==> src/rtl/fetch_unit_pkg.sv <==
// Shared opcodes, constants and types for the instruction fetch front end.
// The queue entry layout is also what decode sees on instr/currPC/new_addr.
package fetch_unit_pkg;

    localparam logic [4:0]  OP_HALT   = 5'b00000;
    localparam logic [4:0]  OP_NOP    = 5'b00001;
    localparam logic [15:0] NOP_INSTR = {OP_NOP, 11'b0};

    typedef enum logic [1:0] {
        ST_REQ,
        ST_WAIT,
        ST_DROP,
        ST_HALTED
    } fetch_state_e;

    typedef struct packed {
        logic [15:0] instr;
        logic [15:0] pc;
        logic [15:0] pc_next;
    } fq_entry_t;

    function automatic logic is_halt(input logic [15:0] word);
        return word[15:11] == OP_HALT;
    endfunction

endpackage

==> src/rtl/cla16b.sv <==
// 16-bit carry-lookahead adder: four 4-bit groups with group generate/propagate
// feeding the carry into each following group.
module cla16b (
    input  logic [15:0] a,
    input  logic [15:0] b,
    input  logic        cin,
    output logic [15:0] sum,
    output logic        cout
);

    logic [15:0] g;
    logic [15:0] p;
    logic [16:0] c;
    logic [3:0]  gg;
    logic [3:0]  gp;

    always_comb begin
        g = a & b;
        p = a ^ b;
        for (int k = 0; k < 4; k++) begin
            gg[k] = g[4*k+3]
                  | (p[4*k+3] & g[4*k+2])
                  | (p[4*k+3] & p[4*k+2] & g[4*k+1])
                  | (p[4*k+3] & p[4*k+2] & p[4*k+1] & g[4*k]);
            gp[k] = &p[4*k +: 4];
        end
        c[0] = cin;
        for (int i = 0; i < 16; i++) begin
            // Last bit of each group takes the lookahead carry, not the ripple.
            if ((i % 4) == 3)
                c[i+1] = gg[i/4] | (gp[i/4] & c[i-3]);
            else
                c[i+1] = g[i] | (p[i] & c[i]);
        end
        sum  = p ^ c[15:0];
        cout = c[16];
    end

endmodule

==> src/rtl/fetch_queue.sv <==
// Circular instruction queue between memory responses and decode.
// Flush wins over push and pop; count_nxt lets the fetcher gate issue a cycle early.
module fetch_queue
    import fetch_unit_pkg::*;
#(
    parameter int DEPTH = 2,
    localparam int CNT_W = $clog2(DEPTH + 1)
) (
    input  logic             clk,
    input  logic             rst_b,
    input  logic             push,
    input  fq_entry_t        push_data,
    input  logic             pop,
    input  logic             flush,
    output logic [CNT_W-1:0] count,
    output logic [CNT_W-1:0] count_nxt,
    output fq_entry_t        head
);

    localparam int PTR_W = (DEPTH > 1) ? $clog2(DEPTH) : 1;

    fq_entry_t        mem_q [DEPTH];
    fq_entry_t        mem_d [DEPTH];
    logic [PTR_W-1:0] wr_ptr_q, wr_ptr_d;
    logic [PTR_W-1:0] rd_ptr_q, rd_ptr_d;
    logic [CNT_W-1:0] count_q, count_d;
    logic             full;
    logic             do_push;
    logic             do_pop;

    assign full    = (count_q == CNT_W'(DEPTH));
    assign do_push = push && (!full || pop);
    assign do_pop  = pop && (count_q != '0);

    always_comb begin
        mem_d    = mem_q;
        wr_ptr_d = wr_ptr_q;
        rd_ptr_d = rd_ptr_q;
        count_d  = count_q;
        if (flush) begin
            wr_ptr_d = '0;
            rd_ptr_d = '0;
            count_d  = '0;
        end else begin
            if (do_push) begin
                mem_d[wr_ptr_q] = push_data;
                wr_ptr_d        = wr_ptr_q + PTR_W'(1);
            end
            if (do_pop)
                rd_ptr_d = rd_ptr_q + PTR_W'(1);
            if (do_push && !do_pop)
                count_d = count_q + CNT_W'(1);
            else if (!do_push && do_pop)
                count_d = count_q - CNT_W'(1);
        end
    end

    always_ff @(posedge clk or negedge rst_b) begin
        if (!rst_b) begin
            for (int i = 0; i < DEPTH; i++)
                mem_q[i] <= '0;
            wr_ptr_q <= '0;
            rd_ptr_q <= '0;
            count_q  <= '0;
        end else begin
            mem_q    <= mem_d;
            wr_ptr_q <= wr_ptr_d;
            rd_ptr_q <= rd_ptr_d;
            count_q  <= count_d;
        end
    end

    assign count     = count_q;
    assign count_nxt = count_d;
    assign head      = mem_q[rd_ptr_q];

endmodule

==> src/rtl/fetch_unit.sv <==
// Pipeline front end: sequential PC generation, one-outstanding memory fetch,
// instruction queue toward decode, redirect flush and HALT stop.
//
// state     | meaning
// ----------+-------------------------------------------------------------
// ST_REQ    | request fetch_pc when queue has room; accept moves to WAIT
// ST_WAIT   | one request in flight; response is pushed into the queue
// ST_DROP   | in-flight request was killed; swallow its response
// ST_HALTED | HALT fetched; no more requests until a redirect
module fetch_unit #(
    parameter int          DEPTH     = 2,
    parameter logic [15:0] RESET_PC  = 16'h0000,
    parameter logic [15:0] NOP_INSTR = fetch_unit_pkg::NOP_INSTR
) (
    input  logic        clk,
    input  logic        rst,
    output logic        mem_req,
    output logic [15:0] mem_addr,
    input  logic        mem_ready,
    input  logic        mem_valid,
    input  logic [15:0] mem_rdata,
    output logic        fd_valid,
    input  logic        fd_ready,
    output logic [15:0] instr,
    output logic [15:0] currPC,
    output logic [15:0] new_addr,
    input  logic        redirect,
    input  logic [15:0] redirect_pc,
    output logic        err
);

    import fetch_unit_pkg::*;

    localparam int CNT_W = $clog2(DEPTH + 1);

    fetch_state_e     state_q, state_d;
    logic [15:0]      fetch_pc_q, fetch_pc_d;
    logic             mem_req_q, mem_req_d;
    logic             err_q, err_d;
    logic [15:0]      pc_plus2;
    logic             pc_carry_unused;
    logic             handshake;
    logic             head_valid;
    logic             q_push;
    logic             q_pop;
    logic             q_flush;
    logic [CNT_W-1:0] q_count;
    logic [CNT_W-1:0] q_count_nxt;
    fq_entry_t        q_head;
    fq_entry_t        q_push_data;

    cla16b u_pc_add (
        .a    (fetch_pc_q),
        .b    (16'h0002),
        .cin  (1'b0),
        .sum  (pc_plus2),
        .cout (pc_carry_unused)
    );

    assign handshake   = mem_req_q && mem_ready;
    assign head_valid  = (q_count != '0);
    assign q_flush     = redirect;
    assign q_pop       = head_valid && fd_ready && !q_flush;
    assign q_push_data = '{instr: mem_rdata, pc: fetch_pc_q, pc_next: pc_plus2};

    always_comb begin
        state_d    = state_q;
        fetch_pc_d = fetch_pc_q;
        q_push     = 1'b0;
        err_d      = 1'b0;
        if (redirect) begin
            fetch_pc_d = {redirect_pc[15:1], 1'b0};
            err_d      = redirect_pc[0];
            // A response is still owed only if a request was accepted and not yet answered.
            unique case (state_q)
                ST_REQ:           state_d = handshake ? ST_DROP : ST_REQ;
                ST_WAIT, ST_DROP: state_d = mem_valid ? ST_REQ : ST_DROP;
                ST_HALTED:        state_d = ST_REQ;
            endcase
        end else begin
            unique case (state_q)
                ST_REQ: begin
                    if (handshake)
                        state_d = ST_WAIT;
                end
                ST_WAIT: begin
                    if (mem_valid) begin
                        q_push     = 1'b1;
                        fetch_pc_d = pc_plus2;
                        state_d    = is_halt(mem_rdata) ? ST_HALTED : ST_REQ;
                    end
                end
                ST_DROP: begin
                    if (mem_valid)
                        state_d = ST_REQ;
                end
                ST_HALTED: state_d = ST_HALTED;
            endcase
        end
    end

    // In REQ nothing is in flight, so next occupancy alone bounds the issue.
    assign mem_req_d = (state_d == ST_REQ) && (q_count_nxt < CNT_W'(DEPTH));

    always_ff @(posedge clk or negedge rst) begin
        if (!rst) begin
            state_q    <= ST_REQ;
            fetch_pc_q <= RESET_PC;
            mem_req_q  <= 1'b0;
            err_q      <= 1'b0;
        end else begin
            state_q    <= state_d;
            fetch_pc_q <= fetch_pc_d;
            mem_req_q  <= mem_req_d;
            err_q      <= err_d;
        end
    end

    fetch_queue #(
        .DEPTH (DEPTH)
    ) u_queue (
        .clk       (clk),
        .rst_b     (rst),
        .push      (q_push),
        .push_data (q_push_data),
        .pop       (q_pop),
        .flush     (q_flush),
        .count     (q_count),
        .count_nxt (q_count_nxt),
        .head      (q_head)
    );

    assign mem_req  = mem_req_q;
    assign mem_addr = fetch_pc_q;
    assign fd_valid = head_valid;
    assign instr    = head_valid ? q_head.instr   : NOP_INSTR;
    assign currPC   = head_valid ? q_head.pc      : 16'h0000;
    assign new_addr = head_valid ? q_head.pc_next : 16'h0000;
    assign err      = err_q;

endmodule

==> config.mk <==
export PLATFORM = sky130hd
export DESIGN_NAME = fetch_unit
export DESIGN_NICKNAME = d
export VERILOG_FILES = /design/src/rtl/fetch_unit_pkg.sv /design/src/rtl/cla16b.sv /design/src/rtl/fetch_queue.sv /design/src/rtl/fetch_unit.sv
export SDC_FILE = /design/constraint.sdc
export NUM_CORES = 1
export LEC_CHECK = 0
export BUFFER_PORTS_ARGS = -buffer_cell sky130_fd_sc_hd__buf_2
export CORE_MARGIN = 1.5
export CORE_UTILIZATION = 45
export DETAILED_ROUTE_END_ITERATION = 10
export PLACE_DENSITY = 0.67
export SYNTH_ARGS = -nofsm -noshare
export SYNTH_HDL_FRONTEND = slang
export SYNTH_SLANG_ARGS = --single-unit
==> constraint.sdc <==
create_clock -name clk -period 2.5 [get_ports clk]
set_input_delay 0.25 -clock clk [delete_from_list [all_inputs] [get_ports clk]]
set_output_delay 0.25 -clock clk [all_outputs]
set_load 0.01 [all_outputs]
**After elaboration in Yosys (flattened, before gate mapping)**

Cells that the tools add are included.

- Logic and storage cells: 103
- Flip-flop bits (word level): 120
- Input bits: 38
- Output and inout bits: 67

- Add/subtract/negate cells: 4
- $lt $le $gt $ge: 4
- Reduce and logical (&&, ||, !) cells: 27
- Mux-type cells: 32
- Bitwise operators: 19
- Equal/unequal tests: 4

Operators by type and width:

| kind | count |
|---|---|
| 2-to-1 mux 48 bit | 4 |
| bitwise mux 96 bit | 1 |
| 2-to-1 mux 16 bit | 6 |
| demux 48 bit (select 1 bit) | 1 |
| 2-to-1 mux 2 bit | 10 |
| XOR 16 bit | 1 |
| bitwise AND 1 bit | 14 |
| nonzero test 2 bit | 5 |
| logical AND 1 bit | 9 |
| 2-to-1 mux 1 bit | 8 |
| case mux 2 bit (4 select lines) | 1 |
| AND reduction 4 bit | 2 |
| equality test 2 bit, second input constant | 3 |
| case mux 2 bit (3 select lines) | 1 |
| zero test 5 bit | 1 |
| greater-or-equal comparator 2 bit, second input constant | 2 |
| zero test 1 bit | 4 |
| zero test 2 bit | 2 |
| NOT 1 -> 2 bit | 2 |
| AND reduction 2 bit | 2 |
| adder 1 bit, second input constant | 2 |
| adder 2 x 1 -> 2 bit, second input constant | 1 |
| equality test 2 x 1 -> 1 bit, second input constant | 1 |
| less-than comparator 2 x 1 -> 1 bit, second input constant | 1 |
| other kinds (5) | 6 |

**Depth between registers and ports, before layout**

Gate-level depths: netlist of the first run.

- Word-level depth: 12
- Depth in mapped cells: 10
- Gate-level depth less buffers: 8

**By module**

A second synthesis of the first run with hierarchy kept.

- Cell total of the unflattened synthesis: 518
- Area total of the unflattened synthesis: 6500.0 um^2

Modules (own cells, without submodules):

| module | times used | cells an instance | area each (um^2) | sequential area each (um^2) |
|---|---|---|---|---|
| fetch_queue | 1 | 288 | 4449.3 | 2502.4 |
| fetch_unit | 1 | 157 | 1355.0 | 500.5 |
| cla16b | 1 | 73 | 695.7 | 0.0 |

**Worst setup path after synthesis of the first run**

No wires, ideal clock.

- Kind: reg2reg
- Start point: reg state_q[1]
- End point: reg u_queue.mem_q[50] (netlist name)
- Library setup time: 0.125 ns
- Buffers on the path: 2
- Setup slack: 0.540 ns
- Stages on the path, launching flop included: 9
- Arrival: 1.835 ns
- Path through: dfrtp_1 inv_1 ha_1 buf_4 nand2_4 a21oi_4 nor3b_4 buf_6 mux2_4

- Longest elaborated chain between the ends: 5

RTL lines:

| what | line | text |
|---|---|---|
| start: declaration | fetch_unit.sv:36 | `fetch_state_e state_q, state_d;` |
| start signal: assignment | fetch_unit.sv:112 | `state_q <= state_d;` |
| equality test 2 x 1 -> 1 bit | fetch_unit.sv:81 | `unique case (state_q)` |
| 2-to-1 mux 1 bit | fetch_unit.sv:81 |  |
| 2-to-1 mux 1 bit | fetch_unit.sv:71 | `if (redirect) begin` |
| logical AND 1 bit | fetch_queue.sv:32 | `assign do_push = push && (!full \|\| pop);` |
| AND reduction 2 bit (no line) | n/a |  |
| end signal: assignment | fetch_queue.sv:66 | `mem_q <= mem_d;` |
| end: declaration | fetch_queue.sv:22 | `fq_entry_t mem_q [DEPTH];` |

Every way passes these cells.
A chain may end at the register's enable or synchronous reset.

**Final worst setup path of the first run**

- Start point: reg fetch_pc_q[3] (netlist: mem_addr[3])
- End point: reg fetch_pc_q[15] (netlist: mem_addr[15])

- Longest elaborated chain between the ends: 11

RTL lines:

| what | line | text |
|---|---|---|
| start: declaration | fetch_unit.sv:37 | `logic [15:0] fetch_pc_q, fetch_pc_d;` |
| start signal: assignment | fetch_unit.sv:113 | `fetch_pc_q <= fetch_pc_d;` |
| bitwise AND 1 bit (2 in a row) | cla16b.sv:23 | `\| (p[4*k+3] & p[4*k+2] & g[4*k+1])` |
| bitwise AND 1 bit (2 in a row) | cla16b.sv:31 | `c[i+1] = gg[i/4] \| (gp[i/4] & c[i-3]);` |
| bitwise AND 1 bit (3 in a row) | cla16b.sv:33 | `c[i+1] = g[i] \| (p[i] & c[i]);` |
| XOR 16 bit | cla16b.sv:35 | `sum = p ^ c[15:0];` |
| 2-to-1 mux 16 bit | fetch_unit.sv:87 | `if (mem_valid) begin` |
| 2-to-1 mux 16 bit | fetch_unit.sv:81 |  |
| 2-to-1 mux 16 bit | fetch_unit.sv:71 |  |

Every way passes these cells. The select of a mux whose other input is x is not followed.

==> summary.md, run 1 <==
| Metric | Value |
|---|---|
| Status | finished clean |
| WP data arrival | 2390 ps |
| Via/cell ratio | 5.16 |
| Synth warnings | 0 |
| Clock-pin slew on the worst setup and hold paths | 60 ps |
| Final setup fails | 0 |
| Placed instance area | 6340 um2 |
| I/O Buffers | 101 |
| Comb pwr share | 35.1% |
| Pins over their slew limit | 0 |
| Post-route ant nets | 0 |
| Worst setup path class | reg -> reg |
| VDD IR max | 0.503 mV |
| Endpoint type of the worst setup path | register |
| Clk_skew | 10.2 ps |
| Bufs on Longest Clock Path | 2 |
| Hold Crit Depth | 3 |
| CTS H-tree lvls | 4 |
| Largest net degree at the start of global routing | 59 |
| Register bit total from synthesis | 115 |
| DP HPWL | 8330 um |
| Sw Share | 32.6% |
| Largest area contributor in the netlist | dfrtp_1 |
| Max-Cap Viols | 0 |
| Initial antenna violation count | 0 |
| Die width | 115 um |
| Number of synthesized flops with an enable pin | 0 |
| Core ar. | 12,200 um2 |
| Yosys cell types | 35 |
| Worst-Skew Late Latency | 410 ps |
| Final core utilization | 57.1% |
| Top cell type's share of synthesized area | 50.6% |
| Final Hold Vio Count | 0 |
| Num CTS Buffers | 17 |
| Ys flop type | dfrtp_1 |
| Synthesized area | 5690 um2 |
| Total power per unit cell area | 1230 nW/um2 |
| # DRC | 0 |
| Antenna cell count | 0 |
| Required time of the critical path | 2760 ps |
| Layout cells sized above 1 | 39.1% |
| Reg power frac | 36.4% |
| Final Instance Area | 6940 um2 |
| Max-slew headroom | 50.7% |
| Clock network power share | 28.5% |
| CTS Root Cell | clkbuf_16 |
| First-pass GRT wire length | 20,900 um |
| GPL Wtd Cong | 0.801 |
| RSZ-0062 raised after global routing | no |
| Cell with the most instances after synthesis | dfrtp_1 |
| R2R cell count | 8 |
| Placed insts | 711 |
| Iteration-0 DRC Markers | 211 |
| DIE AREA | 13,300 um2 |
| CTS tree | yes |
| Commonest cells post-synth | dfrtp_1, nor2_1, mux2i_1 |
| DR pass1 iterations | 4 |
| Crit path max fanout | 6 |
| Die height | 115 um |
| WL/cell | 17.1 um |
| Fin crit share | 85.1% |
| Syn Inst Count | 461 |
| Final min period | 2130 ps |
| Clk sinks | 115 |
| Setup TNS | 0 ps |
| Fmax | 470 MHz |
| Leak | 3.40 nW |
| Setup Fix Bufs, Post-CTS | 0 |
| Number of core rows | 40 |
| Synth top area cells | dfrtp_1, mux2i_1, mux2_2, mux2_4, nor2_1 |
| HP Class | in -> reg |
| Post-Route WL | 12,700 um |
| Vias in the first global route | 4,060 |
| Switch Pwr | 2.78 mW |
| Sequential area share after synthesis | 50.6% |
| Grt total ovfl | 0 |
| Mapped Avg Cell Area | 12.3 um2 |
| Syn-to-layout area delta | 22.0% |
| GRT Resource Usage Total | 20.6% |
| P_int | 5.73 mW |
| Async set-or-reset flop fraction in the synthesized netlist | 100% |
| I/O pins | 105 |
| Worst slew pin tran | 739 ps |
| Crit start category | register |
| Final net count | 618 |
| Fin cells | 744 |
| Vias | 3,838 |
| Starting Density | 46.8% |
## worst paths after layout
kind	from	to	slack (ps)
worst max-delay path	mem_addr[3]	mem_addr[15]	370
max in group asynchronous	rst	u_queue.mem_q[35]	1460
worst min-delay path	redirect_pc[12]	mem_addr[12]	50
worst max register to register	mem_addr[3]	mem_addr[15]	370
worst min register to register	u_queue.mem_q[42]	u_queue.mem_q[42]	480
min in group asynchronous	rst	u_queue.mem_q[81]	310
## metal layers
layer / GRT usage [%] / vias up / routed length [um] / part of all wire (%)
met5: 0 / - / 0 / 0
met4: 6.17 / 0 / 133 / 1.0
met3: 5.33 / 13 / 601 / 4.7
met2: 33.8 / 89 / 6230 / 49
met1: 27.1 / 1941 / 5770 / 45
li1: - / 1795 / - / -
## layout by cell type, fill, tap and decap left out, drive strengths merged, types with 2 or more instances in the layout
master	netlist	layout
dfrtp	115	115
buf	26	111
mux2	82	82
nor2	62	62
mux2i	58	58
clkbuf	5	23
nand2	22	22
o21ai	17	17
ha	17	17
a21oi	11	11
inv	8	8
nor3	7	7
xnor2	7	7
nand3	5	5
xor2	5	5
clkinv	0	4
conb	1	3
bufinv	0	3
nand4	2	2
clkinvlp	0	2
## through the flow
stage	setup slack, ps	hold slack, ps	total power, mW
CTS	345	43.9	8.58
global route	178	46.3	9.04
finish	373	47.6	8.51
global placement	419	216	5.96
detailed placement	374	208	6.12
floorplan	540	-45.6	5.17
## power by group through the flow
stage	combinational [mW]	clock, mW	sequential (mW)
finish	2.98	2.43	3.10
global route	3.28	2.56	3.20
CTS	3.03	2.46	3.09
detailed placement	3.02	0	3.10
global placement	2.91	0	3.05
floorplan	2.20	0	2.97
## cell families (layout without fill, tap and decap cells)
logic type	count (synthesis)	count (layout)	synth area share, %
compound gates	31	31	3.28
xor+xnor	12	12	1.85
fa+ha+maj	17	17	3.74
buf+inv	39	152	4.00
flops	115	115	50.6
mux	140	140	28.4
other cells	1	3	0.0659
simple gates	106	106	8.11
## cell type report
type                            instances  area (um2)
Multi-Input combinational cell        309        2600
Clock buffer                           23         468
Tap cell                              168         210
Inverter                                8        30.0
Clock inverter                          9         129
Sequential cell                       115        2880
Fill cell                            1016        5220
Timing Repair Buffer                  112         631
## worst max-delay path, stage by stage, from the launching register on
cell and delay, ps:
dfrtp_1 500, nand3_1 220, nor3_1 360, ha_1 220, ha_1 150, ha_1 180, nand3_1 100, xor2_1 160
o21ai_0 90
## registers in the layout (all words and copies together), names as in the netlist
| signal | flops |
|---|---|
| mem_addr | 15 |
| err | 1 |
| u_queue.rd_ptr_q | 1 |
| state_q | 2 |
| u_queue.wr_ptr_q | 1 |
| mem_req | 1 |
| u_queue.count | 2 |
| u_queue.mem_q | 92 |
## repair_timing
item                                   4_1_cts  5_1_grt
endpoints found under the hold margin       27        0
hold buffers                                 1        0
resized for setup                            0        0
(Power assumes the default switching activity.)
==> run 2, diff against run 1 <==
- CORE_MARGIN: 1.5 -> not set
- CORE_UTILIZATION: 45 -> 35
- PLACE_DENSITY: 0.67 -> not set
- SLEW_MARGIN: not set -> 20
==> summary.md, run 2 (synthesis gave the netlist of run 1 again) <==
| Metric | Value |
|---|---|
| Status | finished clean |
| Worst setup path class | reg -> reg |
| Initial antenna violation count | 0 (unchanged) |
| Area of the multi-input gates | 2600 um2 (unchanged) |
| Clock-pin slew on the worst setup and hold paths | 60 ps (about the same) |
| Slowest cell on the critical path | dfrtp_1 |
| Die width | 130 um (+12%) |
| Clk sinks | 115 (unchanged) |
| Die height | 130 um (+12%) |
| Worst slew pin tran | 589 ps (-150 ps) |
| Worst Setup Slack, final | 335 ps (-38.5 ps) |
| Vias | 3,791 (-1.2%) |
| Number of core rows | 46 (+15%) |
| DR pass1 iterations | 4 (unchanged) |
| HP Class | in -> reg |
| # DRC | 0 (unchanged) |
| Layout cells sized above 1 | 39.9% (+0.80 points) |
| Worst-Skew Late Latency | 410 ps (about the same) |
| Delay-heaviest family, CP | buffers and inverters |
| Required time of the critical path | 2790 ps (+30 ps) |
| Final net count | 619 (+0.16%) |
| Post-route ant nets | 0 (unchanged) |
| Iteration-0 DRC Markers | 144 (-32%) |
| CTS tree | yes |
| Endpoint type of the worst setup path | register |
| Antenna cell count | 0 (unchanged) |
| Fmax | 462 MHz (-1.8%) |
| Most frequent cells in the layout | dfrtp_1, buf_2, nor2_1 |
| CTS Root Cell | clkbuf_16 |
| Fin crit share | 86.6% (+1.5 points) |
| CP Buf/Inv Count | 2 (+2) |
| CP max stage delay | 410 ps (-90 ps) |
| Vias in the first global route | 3,914 (-3.6%) |
| Leak | 3.42 nW (+0.70%) |
| Final Instance Area | 7050 um2 (+1.5%) |
| I/O pins | 105 (unchanged) |
| Pins over their slew limit | 0 (unchanged) |
| Placed instance area | 6400 um2 (+1.1%) |
| Max-slew headroom | 60.7% (+10 points) |
| Filler Cell Count | 1,519 (+50%) |
| Starting Density | 35.8% (-11 points) |
| Grt total ovfl | 0 (unchanged) |
| Bufs on Longest Clock Path | 2 (unchanged) |
| Largest net degree at the start of global routing | 74 (+25%) |
| DP HPWL | 8430 um (+1.3%) |
| Place WS | 353 ps (-20.8 ps) |
| Core ar. | 15,900 um2 (+31%) |
| CTS H-tree lvls | 4 (unchanged) |
| Max reg flops | 92 (unchanged) |
| Crit path max fanout | 16 (+10) |
| Num CTS Buffers | 17 (unchanged) |
| Via/cell ratio | 4.78 (-7.3%) |
| Post-Route WL | 12,800 um (+0.84%) |
| WP data arrival | 2450 ps (+60 ps) |
| Min-delay src | redirect_pc[9] |
| Final min period | 2170 ps (+38.5 ps) |
| Final Hold Vio Count | 0 (unchanged) |
| DIE AREA | 16,800 um2 (+26%) |
| I/O Buffers | 101 (unchanged) |
| CP startpoint | state_q[1] |
| Max-Cap Viols | 0 (unchanged) |
| Syn-to-layout area delta | 23.8% |
| RSZ-0062 raised after global routing | no |
| Register area | 2880 um2 (unchanged) |
| VDD IR max | 0.728 mV (+45%) |
| GRT Resource Usage Total | 16.5% (-4.2 points) |
| Commonest non-fill, non-tap cell in the layout | dfrtp_1 |
| Total power per unit cell area | 1230 nW/um2 (about the same) |
| GPL Wtd Cong | 0.748 (-6.6%) |
| Setup TNS | 0 ps (unchanged) |
| Fin Hold WS | 37.0 ps (-10.6 ps) |
| Clk_skew | 8.90 ps (-1.29 ps) |
| Total power | 8.64 mW (+1.5%) |
| CP Cell Sequence | inv_1, ha_1, nand2_4, a21oi_4, nor3b_4, buf_4, mux2_2 |
| Reg2reg start | state_q[1] |
| Setup Fix Bufs, Post-CTS | 0 (unchanged) |
| WL/cell | 16.2 um (-5.4%) |
| Largest reg by FF count | u_queue.mem_q |
| First-pass GRT wire length | 20,700 um (-0.92%) |
| Crit start category | register |
| Final setup fails | 0 (unchanged) |
==> run 2: cell types whose count changed in the layout (fill, tap and decap cells not counted) <==
cell / before / now
buf_4: 8 / 9
bufinv_16: 3 / 4
clkbuf_1: 4 / 0
clkinv_2: 3 / 4
clkinv_4: 1 / 0
clkinvlp_4: 2 / 3
inv_6: 0 / 2
==> run 2: cell type report <==
class,instances,share of cell area [%]
inverters,8,0.426
repair buffers,113,9.05
multi-input cells,309,36.9
clock inverters,13,2.56
clock buffers,19,6.43
flip-flops and latches,115,40.8
well taps,216,3.83
==> run 2: timing repair <==
| item | in CTS | in global routing |
|---|---|---|
| hold buffers | 1 | 0 |
| hold endpoints to repair | 42 | 0 |
| gates resized for setup | 0 | 0 |
==> run 2: through the flow <==
stage | instances | utilization, %
after floorplan | 463 | -
after global placement | 760 | 40.3
after detailed placement | 760 | 40.3
after CTS | 793 | 44.4
after global routing | 793 | 44.4
final | 793 | 44.4
==> run 2: routing by layer <==
layer | track usage, % | routed length, um
met4 | 5.81 | 141
met3 | 5.12 | 567
met2 | 25.9 | 6190
met1 | 21.4 | 5940
met5 | 0 | 0
==> run 2: worst paths after layout <==
kind                            cells past startpoint           endpoint  slack, ps
max in group asynchronous                           3  u_queue.mem_q[35]       1330
min in group asynchronous                           2  u_queue.mem_q[23]        380
worst min-delay path                                3        mem_addr[9]         40
worst min register to register                      1  u_queue.mem_q[21]        480
worst max-delay path                                7  u_queue.mem_q[81]        330
worst max register to register                      7  u_queue.mem_q[81]        330
==> run 2: worst register-to-register path, delay by kind of cell (launching register included) <==
kind	cells	cell delay, ps
buffers and inverters	2	460
flip-flops	1	410
multiplexers	1	390
AND/OR/NAND/NOR	2	380
adder cells (fa/ha/maj)	1	230
AO/OA/AOI/OAI	1	170
==> run 2: where the power goes <==
group | switching [mW] | total, mW | internal, mW | leakage (nW)
Sequential | 0.455 | 3.06 | 2.61 | 1.47
Combinational | 1.49 | 3.00 | 1.51 | 1.65
Clock | 0.858 | 2.57 | 1.72 | 0.306
Total | 2.80 | 8.64 | 5.84 | 3.42
